<file path="config.mk">
export PLATFORM = sky130hd
export DESIGN_NAME = pattern_detector_n
export DESIGN_NICKNAME = d
export VERILOG_FILES = /design/src/rtl/pattern_detector_n.sv
export SDC_FILE = /design/constraint.sdc
export NUM_CORES = 1
export LEC_CHECK = 0
export BUFFER_PORTS_ARGS = -buffer_cell sky130_fd_sc_hd__clkbuf_2
export CAP_MARGIN = 20
export CORE_ASPECT_RATIO = 1.1
export CORE_UTILIZATION = 43
export CTS_CLUSTER_DIAMETER = 150
export CTS_CLUSTER_SIZE = 40
export DETAILED_ROUTE_END_ITERATION = 7
export PLACE_DENSITY = 0.7
export SETUP_SLACK_MARGIN = 0.2
export SLEW_MARGIN = 20
export SYNTH_ARGS = -nofsm -noshare
export SYNTH_HDL_FRONTEND = slang
export SYNTH_SLANG_ARGS = --single-unit
</file>
<file path="constraint.sdc">
create_clock -name clk -period 2.08 [get_ports clk]
set_input_delay 0.208 -clock clk [delete_from_list [all_inputs] [get_ports clk]]
set_output_delay 0.208 -clock clk [all_outputs]
set_load 0.02 [all_outputs]
</file>
<file path="src/rtl/pattern_detector_n.sv">
// rtl/pattern_detector_n.sv - serial N-bit pattern detector with saturating match counter
module pattern_detector_n #(
    parameter int unsigned  N       = 3,
    parameter logic [N-1:0] PATTERN = N'(3'b111),
    parameter int unsigned  OVERLAP = 1,
    parameter int unsigned  CNT_W   = 8
) (
    input  logic                     clk,
    input  logic                     rst_n,
    input  logic                     sample_en,
    input  logic                     din,
    input  logic                     clear,
    output logic                     match,
    output logic [CNT_W-1:0]         match_count,
    output logic                     count_sat,
    output logic [$clog2(N+1)-1:0]   fill
);

    localparam int unsigned      FW      = $clog2(N + 1);
    localparam logic [FW-1:0]    FULL    = FW'(N);
    localparam logic [CNT_W-1:0] CNT_MAX = '1;

    logic [N-1:0]     hist_q,  hist_d;
    logic [FW-1:0]    fill_q,  fill_d;
    logic [CNT_W-1:0] cnt_q,   cnt_d;
    logic             match_q, match_d;
    logic             sat_q,   sat_d;

    always_comb begin
        hist_d  = hist_q;
        fill_d  = fill_q;
        cnt_d   = cnt_q;
        match_d = 1'b0;
        if (clear) begin
            hist_d = '0;
            fill_d = '0;
            cnt_d  = '0;
        end else if (sample_en) begin
            hist_d = {hist_q[N-2:0], din};
            fill_d = (fill_q == FULL) ? FULL : fill_q + FW'(1);
            // The match decision looks at the post-shift window, including this sample.
            if ((fill_d == FULL) && (hist_d == PATTERN)) begin
                match_d = 1'b1;
                if (cnt_q != CNT_MAX) begin
                    cnt_d = cnt_q + CNT_W'(1);
                end
                if (OVERLAP == 0) begin
                    fill_d = '0;
                end
            end
        end
        sat_d = (cnt_d == CNT_MAX);
    end

    always_ff @(posedge clk or negedge rst_n) begin
        if (!rst_n) begin
            hist_q  <= '0;
            fill_q  <= '0;
            cnt_q   <= '0;
            match_q <= 1'b0;
            sat_q   <= 1'b0;
        end else begin
            hist_q  <= hist_d;
            fill_q  <= fill_d;
            cnt_q   <= cnt_d;
            match_q <= match_d;
            sat_q   <= sat_d;
        end
    end

    assign match       = match_q;
    assign match_count = cnt_q;
    assign count_sat   = sat_q;
    assign fill        = fill_q;

endmodule

</file>
# --- Word-level counts from Yosys, hierarchy flattened ---
# Cells that the tools add are included.
classes:
  mux: 12
  n_eq_ne: 5
  n_reduce_logical: 2
  add_sub_neg: 2
ops:
  columns: ["operator", "count"]
  rows:
  - ["2-to-1 mux 8 bit", 4]
  - ["2-to-1 mux 2 bit", 5]
  - ["adder 8 x 1 -> 8 bit, second input constant", 1]
  - ["== test 8 bit, second input constant", 1]
  - ["inequality test 8 bit, second input constant", 1]
  - ["== test 2 bit, second input constant", 2]
  - ["== test 3 bit, second input constant", 1]
  - ["2-to-1 mux 1 bit", 3]
  - ["adder 2 x 1 -> 2 bit, second input constant", 1]
  - ["nonzero test 2 bit", 1]
  - ["logical AND 1 bit", 1]
totals:
  wordCells: 26
  out_inout_bits: 12
  register_bits: 14
  inputBits: 5

# --- Depth between registers and ports, before layout ---
# Gate-level depths: netlist of the first run.
logic_depth:
  ltp_word: 8
  depth_mapped: 6
  depth_no_buf: 6

# --- Least setup slack after synthesis of the first run ---
# No wires, ideal clock.
synth_timing:
  kind: "flip-flop to flip-flop"
  from: "register cnt_q[0], in the netlist match_count[0]"
  to: "register sat_q, in the netlist count_sat"
  path_stages_with_launch: 7
  arrival_ps: 1962
  slack_ps: 17
  required_ps: 1980
  setup_time_ps: 100
  period_less_slack_ps: 2063
  n_path_buf: 0
  cell_sequence: "dfrtp_1 -> ha_1 -> nand4_1 -> o211a_4 -> mux2i_1 -> or4b_1 -> nor4bb_1"
synth_between:
  elab_chain_cells: 6
  elab_cells_between_ends: 7
  cone_classes: "1 x add/sub; 2 x eq/ne; 4 x mux"
synth_lines:
  columns: ["item", "line", "rtl"]
  rows:
  - ["start, declared", "25", "logic [CNT_W-1:0] cnt_q, cnt_d;"]
  - ["start signal, assigned", "65", "cnt_q <= cnt_d;"]
  - ["adder 8 x 1 -> 8 bit or inequality test 8 bit (tied branches)", "45, 44", null]
  - ["2-to-1 mux 8 bit", "44", "if (cnt_q != CNT_MAX) begin"]
  - ["2-to-1 mux 8 bit", "42", "if ((fill_d == FULL) && (hist_d == PATTERN)) begin"]
  - ["2-to-1 mux 8 bit (*)", "38", "end else if (sample_en) begin"]
  - ["2-to-1 mux 8 bit (*)", "34", "if (clear) begin"]
  - ["== test 8 bit (*)", "52", "sat_d = (cnt_d == CNT_MAX);"]
  - ["via sat_d", "27", "logic sat_q, sat_d;"]
  - ["end signal, assigned", "67", "sat_q <= sat_d;"]
  - ["end, declared", "27", null]
# The timed path passes the listed nets; every way through them passes the cells marked *.
# A chain may end at the register's enable or synchronous reset.

# --- Final worst setup path of the first run ---
# Same ends and word-level chain as after synthesis.

==> flow_metrics.tcl, run 1 <==
set metrics [dict create \
    p_comb_share_pct 6.2 \
    p_sw_uw 116 \
    die_y_microns 45.4 \
    sequentialPowerShare_pct 55.2 \
    drtIter0Drc 13 \
    portBuffers 16 \
    hold_path.class "in2reg" \
    ios 17 \
    clock.fmax_ghz 0.510 \
    synth_edf_count 0 \
    p_sw_share_pct 22.7 \
    fin_skew_ns 0.00136 \
    grt-ovfl-total 0 \
    critPathKind "reg2reg" \
    vias_per_cell 5.65 \
    syn-num-nets 76 \
    drv_slew 0 \
    clk_latency_ns 0.28 \
    die-area_sq_mm 0.00188 \
    synth_top_flop_cell "dfrtp_1" \
    synth_area_sq_um 737 \
    wl_per_cell_microns 13.9 \
    slew_headroom_pct 76.5 \
    grt_use_total_pct 19.3 \
    hpwl_microns 1100 \
    final.setup.tns_ns 0 \
    synth.yosys.seq_area_share_pct 47.5 \
    die_width_microns 41.5 \
    path_depth 6 \
    finalWirelength_microns 1550 \
    start_util_pct 46.7 \
    crit_family "simple AND/OR/NAND/NOR gates" \
    gp_congestion 0.811 \
    intPower_uw 394 \
    maxCapViolations 0 \
    cts_root_buf "clkbuf_4" \
    fin_crit_sh_pct 94.2 \
    syn_area_per_cell_sq_um 10.5 \
    syn_to_final_growth_pct 26.1 \
    drt_pass1_iterations 4 \
    crit_path_end_kind "register" \
    fp.coreArea_sq_mm 0.00158 \
    grt_setup_unrepaired "true" \
    cp.required_ns 2.26 \
    ys_warn_count 0 \
    ys_async_sr_fraction_pct 100 \
    p_leak_uw 0.000428 \
    cp.arrival_ns 2.14 \
    cts_tree "built" \
    reg2reg_depth 6 \
    ys_ff_latch 14 \
    status "finished clean" \
    synthCells 70 \
    clockPowerShare_pct 38.5 \
    grt_first_pass_wirelength_microns 2690 \
    rows 15 \
    max_stage_delay_ns 0.46 \
    antenna_found_initial 0 \
    p_total_uw 509 \
    critPathBufInv 0 \
    utilization_pct 59.0 \
    hold_viol_final 0 \
    setup_viol 0 \
    htree_levels 1 \
    clock_sinks 14 \
    vias 627 \
    clkTransAtPathRegs_ns 0.08 \
    antenna_cells 0 \
    drc 0 \
    crit_fanout 4 \
    ys_types 28 \
    cp_slowest_cell "or4b_1" \
    place_inst 102 \
    post_layout_nonfiller_instances 111 \
    ant_nets 0 \
    fin_nets 101 \
    drive_above_1_share_pct 40.4 \
    cellPowerDensity_mw_per_mm2 548 \
    numCtsBuffers 3 \
    clockBufferDepth 2 \
    fill_cells 145 \
    crit_chain "ha_4 -> nand4_1 -> o211a_4 -> mux2i_1 -> or4b_1 -> nor4bb_1" \
    grt_start_max_net_pins 15 \
    grt_pass1_vias 613 \
    ir_drop_mv 0.302 \
    min_period_ns 1.96 \
    worst_slew_pin_slew_ns 0.352 \
    holdPathStages 3 \
    cp-start-kind "register" \
]
## power by group through the flow
stage / Sequential, uW / Combinational (uW) / Clock (uW)
final: 281 / 31.8 / 196
after global routing: 282 / 36.2 / 215
after CTS: 281 / 32.2 / 201
after detailed placement: 287 / 30.6 / 0
after global placement: 286 / 30.4 / 0
after floorplan: 289 / 14.0 / 0
## sequential cells by signal, summed over array words and instances, names as in the netlist
| signal | count |
|---|---|
| count_sat | 1 |
| fill | 2 |
| hist_q | 2 |
| match | 1 |
| match_count | 8 |
## worst register-to-register path, stage by stage, from the launching register on
cell	delay (ns)
dfrtp_2	0.41
ha_4	0.16
nand4_1	0.14
o211a_4	0.30
mux2i_1	0.11
or4b_1	0.46
nor4bb_1	0.28
## worst paths after layout
check / start / end / slack [ns]
worst max-delay path: match_count[0] / count_sat / 0.12
min in group asynchronous: rst_n / match / 0.37
worst min register to register: hist_q[1] / hist_q[1] / 0.58
worst max register to register: match_count[0] / count_sat / 0.12
max in group asynchronous: rst_n / match_count[1] / 1.43
worst min-delay path: din / match / 0.19
## area by class of cell
| class | count | area (sq um) | share of cell area (%) |
|---|---|---|---|
| sequential | 14 | 354 | 38.1 |
| inverter | 1 | 3.75 | 0.404 |
| tap | 17 | 21.3 | 2.29 |
| timing repair buffer | 22 | 128 | 13.7 |
| multi-input combinational | 53 | 387 | 41.6 |
| clock buffer | 4 | 36.3 | 3.90 |
## cells in the mapped netlist (2+ instances only)
cell,instances,area share [%]
nand3_1,4,2.7
nand2_1,4,2.0
nor3_1,3,2.0
nor2_1,13,6.6
xor2_1,3,3.6
a211oi_1,2,2.0
dfrtp_1,14,48
a31oi_1,2,1.7
and3_2,2,2.0
mux2i_1,4,5.4
nand4_1,2,1.7
## metal layers
layer  track usage [%]  up-vias  wire [microns]
li1                  -      306               -
met1              24.1      304             703
met2              31.6       12             765
met3              3.57        5              44
met4              11.6        0              32
met5                 0        -               0
## cells by family (layout without fill, tap and decap cells)
family	Yosys count	count (layout)	synth area share (%)
adders and majority gates	1	1	1.70
AOI/OAI and AO/OA	8	8	10.2
xor gates and xnor gates	4	4	4.75
muxes	4	4	5.43
and+or+nand+nor	36	36	27.8
buffers and inverters	3	27	2.55
DFF	14	14	47.5
## what timing repair did
action / CTS / global route
resized for setup: 1 / 1
hold buffers: 1 / 0
buffers inserted: 4 / 0
endpoints found under the hold margin: 14 / 0
pin swaps: 1 / 0
setup endpoints to repair: 1 / 1
## layout by cell type (no fill, tap or decap)
cell            n
nor4bb_1        1
buf_4           5
nor2_1         13
a21oi_1         1
o211a_4         1
nand4_1         2
and3_1          1
dlygate4sd3_1   1
nor3b_2         1
dfrtp_2         3
a41oi_2         1
clkbuf_8        1
and4_4          1
a31oi_1         2
xnor2_1         1
a211oi_1        2
and3_4          1
clkbuf_2       16
nor3_1          3
dfrtp_1        11
xor2_1          3
and4b_1         1
o2111ai_2       1
and2_2          1
nand2_1         4
inv_1           1
and3_2          2
or4b_1          1
ha_4            1
mux2i_1         4
clkbuf_4        3
nand3_1         4
## per-stage QoR
step           worst slack (ns)  cell area [sq um]  hold slack, ns
2_1_floorplan             0.149                752         -0.0876
3_3_place_gp              0.171                846           0.129
3_5_place_dp              0.125                846           0.130
4_1_cts                   0.147                928           0.191
5_1_grt                  0.0240                930           0.203
6_report                  0.120                930           0.188
(Power assumes the default switching activity.)
==> inputs of run 2 (changes only) <==
--- a/config.mk
+++ b/config.mk
@@ -8,11 +8,12 @@
 export BUFFER_PORTS_ARGS = -buffer_cell sky130_fd_sc_hd__clkbuf_2
 export CAP_MARGIN = 20
 export CORE_ASPECT_RATIO = 1.1
-export CORE_UTILIZATION = 43
+export CORE_UTILIZATION = 45
 export CTS_CLUSTER_DIAMETER = 150
 export CTS_CLUSTER_SIZE = 40
 export DETAILED_ROUTE_END_ITERATION = 7
-export PLACE_DENSITY = 0.7
+export GPL_ROUTABILITY_DRIVEN = 0
+export PLACE_DENSITY = 0.73
 export SETUP_SLACK_MARGIN = 0.2
 export SLEW_MARGIN = 20
 export SYNTH_ARGS = -nofsm -noshare
==> run 2 against run 1 <==
Net effect: combinational power barely moved; clock power fell by 3%; non-clock buffer count grew 2; clock skew down 0.00068 ns; count of clock-buffer cells in the layout stayed put; sequential power about the same; global-route usage is 1.5 points higher; hold slack gained 0.018 ns; critical path type unchanged; critical endpoint unchanged; highest routed layer is now met3.
==> flow_metrics.tcl, run 2 (synthesis gave the netlist of run 1 again) <==
set metrics [dict create \
    status "finished clean" \
    ir_drop_mv 0.555 \
    slew_headroom_pct 77.4 \
    die-area_sq_mm 0.00180 \
    ios 17 \
    clockBufferDepth 2 \
    cellPowerDensity_mw_per_mm2 531 \
    drc 0 \
    cp.arrival_ns 2.14 \
    wl_met1_microns 716 \
    drt_pass1_iterations 4 \
    fin_nets 103 \
    highest_layer "met3" \
    place_area_sq_um 852 \
    htree_levels 1 \
    antenna_cells 0 \
    clock_sinks 14 \
    fin_crit_sh_pct 94.3 \
    rows 14 \
    antenna_found_initial 0 \
    cts_tree "built" \
    fp.coreArea_sq_mm 0.00145 \
    cp-start-kind "register" \
    finalWirelength_microns 1550 \
    fill_cells 119 \
    finalInstanceArea_sq_um 948 \
    fin_skew_ns 0.000678 \
    clk_latency_ns 0.27 \
    wl_per_cell_microns 13.8 \
    clkTransAtPathRegs_ns 0.08 \
    worst_slew_pin_slew_ns 0.339 \
    final.setup.tns_ns 0 \
    grt_start_max_net_pins 15 \
    seqCellArea_sq_um 353 \
    largest_register_ffs 8 \
    setup_viol 0 \
    wl_met3_microns 45 \
    maxCapViolations 0 \
    layout_commonest_cell "clkbuf_2" \
    hpwl_microns 1110 \
    clock.fmax_ghz 0.510 \
    vias 617 \
    vias_per_cell 5.51 \
    grt_setup_unrepaired "true" \
    drv_slew 0 \
    p_leak_uw 0.000440 \
    cp.required_ns 2.26 \
    ant_nets 0 \
    cts_root_buf "clkbuf_4" \
    numCtsBuffers 3 \
    grt_use_total_pct 20.8 \
    drive_above_1_share_pct 41.7 \
    syn_to_final_growth_pct 28.7 \
    grt_first_pass_wirelength_microns 2510 \
    multiInputGateArea_sq_um 393 \
    hold_viol_final 0 \
    portBuffers 16 \
    die_y_microns 44.4 \
    layout_common_cells "16 x clkbuf_2, 13 x nor2_1, 12 x dfrtp_1" \
    die_width_microns 40.6 \
    critPathKind "reg2reg" \
    grt-ovfl-total 0 \
    crit_path_end_kind "register" \
    drtIter0Drc 9 \
    grt_pass1_vias 555 \
    route.met2.wl_microns 789 \
    min_period_ns 1.96 \
    crit_fanout 4 \
    hold_path.class "in2reg" \
    start_util_pct 50.7 \
]
-- run 2: cell types whose count changed in the layout (fill, tap and decap cells not counted) --
cell,delta
buf_4,+2
dfrtp_1,+1
dfrtp_2,-1
nor4bb_1,-1
nor4bb_2,+1
-- run 2: area by class of cell --
class / count / share of cell area (%)
clock buffers: 4 / 3.83
inverters: 1 / 0.396
multi-input cells: 53 / 41.4
flip-flops and latches: 14 / 37.2
well taps: 16 / 2.11
repair buffers: 24 / 15.0
-- run 2: path summary, 6_finish.rpt --
check,start,to,slack (ns),cells past startpoint
setup reg to reg,match_count[0],count_sat,0.12,6
max in group asynchronous,rst_n,match_count[0],1.45,2
min in group asynchronous,rst_n,fill[0],0.36,2
hold reg to reg,hist_q[0],hist_q[0],0.59,2
setup / recovery,match_count[0],count_sat,0.12,6
hold / removal,din,match,0.21,3
-- run 2: what timing repair did --
action                     CTS  global route
pin swaps                    3             2
setup endpoints to repair    1             1
hold buffers                 1             0
setup buffers                4             1
hold endpoints to repair    14             0
resized for setup            0             2
-- run 2: report_power, final --
group          switching (uW)  total (uW)  internal [uW]
clock network            84.6         191            106
registers                4.86         281            276
logic                    20.9        31.6           10.7
-- run 2: critical path: stages, from the launching register on --
cell,delay (ns)
dfrtp_2,0.42
ha_4,0.15
nand4_1,0.15
o211a_4,0.28
mux2i_1,0.12
or4b_1,0.48
nor4bb_2,0.27
-- run 2: per-stage QoR --
stage                     util, %  cells  hold slack [ns]  worst slack, ns  total power (uW)
final                        65.2    112            0.206            0.118               504
after CTS                    63.9    111            0.201            0.129               513
after detailed placement     58.6    102            0.134            0.108               317
after global routing         65.2    112            0.215           0.0246               530
after global placement       58.6    102            0.127            0.178               316
after floorplan                 -     70          -0.0876            0.149               303
-- run 2: per-layer routing --
metal | vias up | GRT usage [%]
met2 | 13 | 30.5
li1 | 304 | -
met1 | 300 | 29.6
met5 | - | 0
met3 | 0 | 4.52
met4 | 0 | 8.00
